==> src/rtl/c2h_cmpt_gen.sv <==
// C2H completion generator: register-sliced AXI-Stream pass-through with mty
// conversion, per-packet byte counting and a completion-record FIFO.
// Optional feature macro: C2H_CMPT_TIMESTAMP_EN (adds a 32-bit first-beat timestamp).
module c2h_cmpt_gen #(
  parameter int unsigned C_DATA_WIDTH = 512,
  parameter int unsigned QID_W        = 11,
  parameter int unsigned CMPT_DEPTH   = 8,
  localparam int unsigned KW          = C_DATA_WIDTH / 8,
  localparam int unsigned MTY_W       = $clog2(KW),
`ifdef C2H_CMPT_TIMESTAMP_EN
  localparam int unsigned CMPT_W      = 96
`else
  localparam int unsigned CMPT_W      = 64
`endif
) (
  input  logic                    axi_aclk,
  input  logic                    axi_areset,
  input  logic [QID_W-1:0]        qid,
  input  logic [C_DATA_WIDTH-1:0] s_tdata,
  input  logic [KW-1:0]           s_tkeep,
  input  logic                    s_tlast,
  input  logic                    s_tvalid,
  output logic                    s_tready,
  output logic [C_DATA_WIDTH-1:0] m_tdata,
  output logic [MTY_W-1:0]        m_mty,
  output logic                    m_tlast,
  output logic                    m_tvalid,
  input  logic                    m_tready,
  output logic [CMPT_W-1:0]       cmpt_tdata,
  output logic                    cmpt_tvalid,
  input  logic                    cmpt_tready,
  output logic [31:0]             pkt_count,
  output logic                    err_keep
);

  localparam int unsigned CNT_W = MTY_W + 1;
  localparam int unsigned PTR_W = $clog2(CMPT_DEPTH);
  localparam logic [PTR_W:0] PTR_ONE = 1;

  typedef enum logic {PKT_IDLE, PKT_BODY} pkt_state_t;

  pkt_state_t        state, state_nxt;
  logic              beat_acc, last_acc, first_beat, pop;
  logic [CNT_W-1:0]  beat_bytes, empty_bytes;
  logic              keep_ok, beat_err;
  logic [15:0]       byte_cnt, pkt_len;
  logic [16:0]       len_sum;
  logic [QID_W-1:0]  qid_lat, cur_qid;
  logic              pkt_err, cur_err;
  logic [CMPT_W-1:0] rec;

  logic [CMPT_W-1:0] mem [CMPT_DEPTH];
  logic [PTR_W:0]    wr_ptr, rd_ptr;
  logic              fifo_full, fifo_empty;

`ifdef C2H_CMPT_TIMESTAMP_EN
  logic [31:0] ts_cnt, ts_lat, cur_ts;
`endif

  // Handshakes and packet position
  always_comb begin
    fifo_empty = (wr_ptr == rd_ptr);
    fifo_full  = (wr_ptr[PTR_W] != rd_ptr[PTR_W]) &&
                 (wr_ptr[PTR_W-1:0] == rd_ptr[PTR_W-1:0]);
    s_tready   = (!m_tvalid || m_tready) && !(s_tlast && fifo_full);
    beat_acc   = s_tvalid && s_tready;
    last_acc   = beat_acc && s_tlast;
    first_beat = (state == PKT_IDLE);
    pop        = !fifo_empty && cmpt_tready;
  end

  // Byte accounting and keep-format check for the current beat
  always_comb begin
    beat_bytes  = CNT_W'($countones(s_tkeep));
    empty_bytes = CNT_W'(KW) - beat_bytes;
    len_sum     = {1'b0, byte_cnt} + 17'(beat_bytes);
    pkt_len     = len_sum[16] ? 16'hFFFF : len_sum[15:0];
    if (s_tlast)
      keep_ok = (s_tkeep != '0) && ((s_tkeep & (s_tkeep + KW'(1))) == '0);
    else
      keep_ok = (s_tkeep == '1);
    beat_err = !keep_ok;
    cur_qid  = first_beat ? qid : qid_lat;
    cur_err  = (!first_beat && pkt_err) || beat_err;
  end

`ifdef C2H_CMPT_TIMESTAMP_EN
  assign cur_ts = first_beat ? ts_cnt : ts_lat;
`endif

  // Completion record assembled from the live last beat
  always_comb begin
    rec          = '0;
    rec[15:0]    = pkt_len;
    rec[26:16]   = 11'(cur_qid);
    rec[27]      = cur_err;
    rec[63:32]   = pkt_count;
`ifdef C2H_CMPT_TIMESTAMP_EN
    rec[95:64]   = cur_ts;
`endif
  end

  always_comb begin
    state_nxt = state;
    if (beat_acc)
      state_nxt = s_tlast ? PKT_IDLE : PKT_BODY;
  end

  always_ff @(posedge axi_aclk or posedge axi_areset) begin
    if (axi_areset)
      state <= PKT_IDLE;
    else
      state <= state_nxt;
  end

  // Output register slice
  always_ff @(posedge axi_aclk or posedge axi_areset) begin
    if (axi_areset) begin
      m_tvalid <= 1'b0;
      m_tdata  <= '0;
      m_mty    <= '0;
      m_tlast  <= 1'b0;
    end else if (beat_acc) begin
      m_tvalid <= 1'b1;
      m_tdata  <= s_tdata;
      m_mty    <= s_tlast ? MTY_W'(empty_bytes) : '0;
      m_tlast  <= s_tlast;
    end else if (m_tready) begin
      m_tvalid <= 1'b0;
    end
  end

  // Per-packet state and status counters
  always_ff @(posedge axi_aclk or posedge axi_areset) begin
    if (axi_areset) begin
      byte_cnt  <= '0;
      qid_lat   <= '0;
      pkt_err   <= 1'b0;
      pkt_count <= '0;
      err_keep  <= 1'b0;
    end else if (beat_acc) begin
      if (first_beat)
        qid_lat <= qid;
      if (beat_err)
        err_keep <= 1'b1;
      if (s_tlast) begin
        byte_cnt  <= '0;
        pkt_err   <= 1'b0;
        pkt_count <= pkt_count + 32'd1;
      end else begin
        byte_cnt <= pkt_len;
        pkt_err  <= cur_err;
      end
    end
  end

`ifdef C2H_CMPT_TIMESTAMP_EN
  always_ff @(posedge axi_aclk or posedge axi_areset) begin
    if (axi_areset) begin
      ts_cnt <= '0;
      ts_lat <= '0;
    end else begin
      ts_cnt <= ts_cnt + 32'd1;
      if (beat_acc && first_beat)
        ts_lat <= ts_cnt;
    end
  end
`endif

  // Completion FIFO; storage is cleared so the idle head reads as zero
  always_ff @(posedge axi_aclk or posedge axi_areset) begin
    if (axi_areset) begin
      wr_ptr <= '0;
      rd_ptr <= '0;
      for (int unsigned i = 0; i < CMPT_DEPTH; i++)
        mem[PTR_W'(i)] <= '0;
    end else begin
      if (last_acc) begin
        mem[wr_ptr[PTR_W-1:0]] <= rec;
        wr_ptr <= wr_ptr + PTR_ONE;
      end
      if (pop)
        rd_ptr <= rd_ptr + PTR_ONE;
    end
  end

  assign cmpt_tvalid = !fifo_empty;
  assign cmpt_tdata  = mem[rd_ptr[PTR_W-1:0]];

endmodule

==> config.mk <==
export PLATFORM = sky130hd
export DESIGN_NAME = c2h_cmpt_gen
export DESIGN_NICKNAME = d
export VERILOG_FILES = /design/src/rtl/c2h_cmpt_gen.sv
export SDC_FILE = /design/constraint.sdc
export NUM_CORES = 2
export LEC_CHECK = 0
export CAP_MARGIN = 20
export CORE_AREA = 2 2 470 472
export CTS_CLUSTER_SIZE = 28
export DETAILED_ROUTE_END_ITERATION = 8
export DIE_AREA = 0 0 472 474
export GPL_ROUTABILITY_DRIVEN = 0
export PLACE_DENSITY = 0.39
export SYNTH_ARGS = -nofsm -noshare
export SYNTH_HDL_FRONTEND = slang
export SYNTH_SLANG_ARGS = --single-unit
export TNS_END_PERCENT = 20
==> constraint.sdc <==
create_clock -name axi_aclk -period 36.8 [get_ports axi_aclk]
set_input_delay 3.68 -clock axi_aclk [delete_from_list [all_inputs] [get_ports axi_aclk]]
set_output_delay 3.68 -clock axi_aclk [all_outputs]
set_load 0.05 [all_outputs]
Yosys cells after proc, flatten, opt, wreduce, memory -nomap -nowiden
Cells that the tools add are included.
{"block": "op_classes", "add_sub_neg": 69, "multipliers": 0, "div_mod_pow": 0, "order_cmp": 3, "n_eq_ne": 4, "shift": 0, "n_mux": 15, "bitwise": 4, "reduce_logical": 20}
{"operator": "$bwmux 512", "n": 1}
{"operator": "$bmux 64 s3", "n": 1}
{"operator": "$demux 64 s3", "n": 1}
{"operator": "$mux 64", "n": 3}
{"operator": "$add 1x1->2", "n": 32}
{"operator": "$add 64x1->64 const B", "n": 1}
{"operator": "$and 64x64->64", "n": 1}
{"operator": "$eq 64x64->1 const B", "n": 1}
{"operator": "$logic_not 64->1", "n": 1}
{"operator": "$reduce_bool 64->1", "n": 1}
{"operator": "$add 2x2->3", "n": 16}
{"operator": "$add 3x3->4", "n": 8}
{"operator": "$add 32x1->32 const B", "n": 1}
{"operator": "$mux 16", "n": 2}
{"operator": "$add 4x4->5", "n": 4}
{"operator": "$add 16x7->17", "n": 1}
{"operator": "$add 5x5->6", "n": 2}
{"operator": "$mux 11", "n": 1}
{"operator": "$logic_and 1x1->1", "n": 9}
{"operator": "$add 4x1->4 const B", "n": 2}
{"operator": "$ge 4x4->1 const B", "n": 2}
{"operator": "$not 3->4", "n": 2}
{"operator": "$add 6x6->7", "n": 1}
{"operator": "$mux 6", "n": 1}
{"operator": "11 further kinds", "n": 20}
{"block": "word_totals", "ff_bits": 1102, "latch_bits": 0, "ram_bits": 0, "romBits": 0, "input_bits": 593, "output_inout_bits": 619, "wordCells": 135, "memories": 0}

Depth between registers and ports, before layout
{"block": "depth", "word_depth": 9, "mapped_depth": 29, "ltp_nobuf": 29}

Worst setup path after synthesis
No wires, ideal clock.
{"block": "synth_path", "path_kind": "input-to-reg", "from": "in s_tkeep[35]", "to": "reg mem[13] (netlist bit)", "setup_time_ns": 0.138, "arrival_ns": 10.730, "required_time_ns": 36.662, "slack_ns": 25.931, "path_stages": 27, "path_buffers": 1, "path_cell_list": "inv_1 -> fa_1 -> inv_1 -> fa_1 -> fa_1 -> inv_1 -> fa_1 -> inv_1 -> fa_1 -> fa_1 -> fa_1 -> inv_1 -> fa_1 -> inv_1 -> fa_1 -> xor2_1 -> ha_1 -> a21o_1 -> a21oi_1 -> o21bai_1 -> a21o_1 -> a21oi_1 -> nor2_1 -> clkbuf_1 -> nor3_1 -> o21bai_1 -> o21ai_0"}
{"block": "synth_via", "elab_chain_len": 9}
{"element": "start, declared", "line_no": "20", "text": "input logic [KW-1:0] s_tkeep,"}
{"element": "$add 1x1->2 (not written as such)", "line_no": "74", "text": "beat_bytes = CNT_W'($countones(s_tkeep));"}
{"element": "$add 2x2->3 (not written as such)", "line_no": "74"}
{"element": "$add 3x3->4 (not written as such)", "line_no": "74"}
{"element": "$add 4x4->5 (not written as such)", "line_no": "74"}
{"element": "$add 5x5->6 (not written as such)", "line_no": "74"}
{"element": "$add 6x6->7 (not written as such)", "line_no": "74"}
{"element": "$add 16x7->17", "line_no": "76", "text": "len_sum = {1'b0, byte_cnt} + 17'(beat_bytes);"}
{"element": "$mux 16", "line_no": "77", "text": "pkt_len = len_sum[16] ? 16'hFFFF : len_sum[15:0];"}
{"element": "$bwmux 512", "line_no": "179", "text": "mem[wr_ptr[PTR_W-1:0]] <= rec;"}
{"element": "end signal, assigned by index", "line_no": "179"}
{"element": "end, declared", "line_no": "52", "text": "logic [CMPT_W-1:0] mem [CMPT_DEPTH];"}
No other way between the ends.
A chain may end at the register's enable or synchronous reset.

Final worst setup path
{"block": "layout_path", "from": "in s_tkeep[51]", "to": "reg mem[139] (netlist bit)"}
Same word-level chain as after synthesis.

==> out/metrics.csv <==
stage;metric;value;unit
logic_synthesis;Avg Cell Area, Syn;9.90;sq um
clocking;Longest Clk Path Bufs;3;
setup_path;worst setup path class;in -> reg;
sta;worst slew pin tran;1.14;ns
power;Int Pwr;3.52;mW
floorplanning;initial core utilization;0.213;
floorplanning;I/O pins;1212;
logic_synthesis;register bit total from synthesis;1070;
setup_path;CP arrival;12.30;ns
logic_synthesis;async set-reset flop share out of synthesis;1.00;
placed_design;DP HPWL;205000;microns
layout;P&R area growth vs syn;42.7;%
floorplanning;# rows;172;
power;peak supply drop;0.329;mV
floorplanning;Core Area;219000;sq um
grt;gr usage total;0.237;
sta;setup TNS;0;ns
power;Combinational Power Share;0.550;
clocking;CTS sink count;1070;
sta;Final setup viols;0;
grt;vias in the first global route;40200;
floorplanning;die width;472;microns
logic_synthesis;sequential area share after synthesis;0.575;
sta;RSZ-0062 raised after global routing;false;
power;leakage power;31.1;nW
clocking;CTS hold repair buffers;0;
drt;via count;39600;
flow_run;Max-Cap Viols;0;
drt;DRT antenna net count;0;
floorplanning;Die ar.;224000;sq um
grt;initial antenna violation count;193;
clocking;# H-tree levels;4;
logic_synthesis;area of the mapped netlist;46600;sq um
sta;fin crit share;0.318;
logic_synthesis;synth unique cells;62;
drt;TritonRoute pass-1 iters;5;
logic_synthesis;synthesized instance count;4709;
clocking;Root Buffer;clkbuf_16;
grt;largest net degree at the start of global routing;170;
power;Sw Share;0.490;
clocking;Clock Latency Late Sink;0.77;ns
setup_path;Critical-path top delay cell;clkdlybuf4s50_1;
drt;drt initial violations;3521;
clocking;post_cts resized;0;
layout;Nets;6497;
setup_path;Critical Path Start Type;input port;
clocking;postcts setup bufs;0;
logic_synthesis;YS warnings;0;
hold_path;min-delay worst type;reg -> reg;
logic_synthesis;EDFF count, synth;0;
sta;Max Slew Vio Count;0;
power;Seq pwr share;0.243;
drt;Via density;4.48;
setup_path;critical path's largest stage delay;0.70;ns
sta;fin crit period;11.70;ns
drt;drc violations;0;
clocking;CTS tree;done;
clocking;total CTS buffers;139;
grt;first-pass GRT wire length;365000;microns
floorplanning;Die H;474;microns
sta;worst hold margin;0.471;ns
drt;Routed wire per std cell;30.4;microns
setup_path;CP required;37.40;ns
power;clock power share;0.207;
layout;share of layout cells above drive strength 1;0.0882;
setup_path;CP dominant cell by count;fa_1;
status;status;finished clean;
clocking;Reg clk slew, reported paths;0.06;ns
sta;count of final hold-check violations;0;
logic_synthesis;Main synth FF type;dfrtp_1;
sta;clk_skew;0.0314;ns
drt;drt total wl;269000;microns
power;Switching Power;3.38;mW
setup_path;crit path capture type;flop;
setup_path;crit path max fanout;11;
grt;global route overflow;0;
power;power per cell area;104;nW/um^2
sta;FMAX;0.0855;GHz
sta;Relative slew margins;0.237;
placed_design;PortBufs;1207;
==> cells by family (layout without fill, tap and decap cells) <==
logic type	count (synthesis)	after routing	synth area share
and+or+nand+nor	2434	2434	0.205
DFF	1070	1070	0.575
buffers and inverters	390	1606	0.0318
AOI/OAI and AO/OA	365	365	0.0428
muxes	310	310	0.104
adders and majority gates	84	84	0.0314
xor gates and xnor gates	55	55	0.0103
other	1	48	0.0000805
==> per-stage QoR <==
step | area (sq um) | std cells | utilization | setup slack, ns | power, mW
2_1_floorplan | 46600 | 4712 | - | 3.00 | 4.10
3_3_place_gp | 61700 | 8550 | 0.282 | 24.41 | 5.50
3_5_place_dp | 61700 | 8550 | 0.282 | 24.32 | 5.51
4_1_cts | 66400 | 8799 | 0.304 | 25.18 | 6.99
5_1_grt | 66500 | 8813 | 0.304 | 24.70 | 7.37
6_report | 66500 | 8843 | 0.304 | 25.10 | 6.90
==> sequential cells by signal, indices dropped and copies added (netlist names) <==
register	flops
byte_cnt	16
err_keep	1
m_mty	6
m_tdata	512
m_tlast	1
m_tvalid	1
mem	480
pkt_count	32
pkt_err	1
qid_lat	11
rd_ptr	4
state	1
wr_ptr	4
==> final cells by class <==
type / count / area (sq um)
Multi-Input combinational cell: 3252 / 18500
Timing Repair Buffer: 1252 / 12400
Antenna cell: 44 / 110
Inverter: 105 / 402
Clock inverter: 47 / 617
Tap cell: 2871 / 3590
Sequential cell: 1070 / 26800
Fill cell: 22700 / 152000
Clock buffer: 202 / 4100
==> per-layer routing <==
| metal | track usage | wire length (microns) |
|---|---|---|
| met5 | 0 | 436 |
| met4 | 0.0550 | 7520 |
| met2 | 0.372 | 121000 |
| met1 | 0.291 | 109000 |
| met3 | 0.115 | 31800 |
==> cells in the mapped netlist (3+ instances only) <==
| cell type | instances | share of area |
|---|---|---|
| o21ai_2 | 8 | 0.0015 |
| xnor2_1 | 39 | 0.0073 |
| nand2_1 | 2205 | 0.18 |
| nor2_1 | 70 | 0.0056 |
| nand2b_1 | 3 | 0.00040 |
| o21ai_0 | 257 | 0.028 |
| or3_1 | 3 | 0.00040 |
| a2111oi_0 | 4 | 0.00075 |
| fa_1 | 55 | 0.024 |
| and2_1 | 9 | 0.0012 |
| and4_1 | 5 | 0.00094 |
| clkbuf_1 | 246 | 0.020 |
| mux2_1 | 82 | 0.020 |
| buf_4 | 4 | 0.00064 |
| o21ai_1 | 12 | 0.0013 |
| mux2_2 | 95 | 0.023 |
| buf_1 | 32 | 0.0026 |
| nand4_1 | 28 | 0.0038 |
| o21a_1 | 5 | 0.00081 |
| nand3_1 | 36 | 0.0039 |
| o41ai_1 | 3 | 0.00056 |
| ha_1 | 29 | 0.0078 |
| inv_1 | 101 | 0.0081 |
| a21o_1 | 6 | 0.00097 |
| and3_1 | 16 | 0.0021 |
| o21bai_1 | 3 | 0.00048 |
| nor3_1 | 15 | 0.0016 |
| buf_2 | 3 | 0.00032 |
| mux2i_1 | 13 | 0.0028 |
| dfrtp_1 | 1070 | 0.57 |
| a21oi_1 | 42 | 0.0045 |
| nand3b_1 | 3 | 0.00048 |
| o31ai_1 | 9 | 0.0014 |
| mux4_2 | 120 | 0.058 |
| a41oi_1 | 3 | 0.00056 |
| nor4_1 | 20 | 0.0027 |
| nor2b_1 | 7 | 0.00094 |
| xor2_1 | 16 | 0.0030 |
==> critical path: cells and delay by family <==
kind            cells  cell delay, ns
simple gates        2            0.74
fa+ha+maj          10            4.75
xor+xnor            1            0.37
compound gates      7            1.61
buf+inv             7            1.12
==> cell usage in the layout, fill, tap and decap left out, drive strengths merged, types with 55 or more instances in the layout <==
cell type         n
inv             109
mux4            120
nand2          2205
o21ai           277
fa               55
clkbuf          202
mux2            177
clkdlybuf4s50  1201
dfrtp          1070
nor2             71
==> final timing paths <==
check | startpoint | endpoint | slack [ns] | cells past startpoint
min reg2reg | mem[357] | mem[357] | 0.47 | 2
min in group asynchronous | axi_areset | m_tdata[329] | 3.42 | 2
max reg2reg | rd_ptr[2] | mem[87] | 30.79 | 11
max in group asynchronous | axi_areset | pkt_count[14] | 29.42 | 6
max | s_tkeep[51] | mem[139] | 25.10 | 27
min | mem[357] | mem[357] | 0.47 | 2
==> power by group through the flow <==
stage          Clock, mW  Combinational [mW]  Sequential (mW)
6_report            1.43                3.80             1.68
4_1_cts             1.47                3.84             1.68
3_3_place_gp           0                3.81             1.69
2_1_floorplan          0                1.90             2.20
5_1_grt             1.51                4.14             1.72
3_5_place_dp           0                3.82             1.69
No activity file was read; power rests on OpenSTA's default activity.
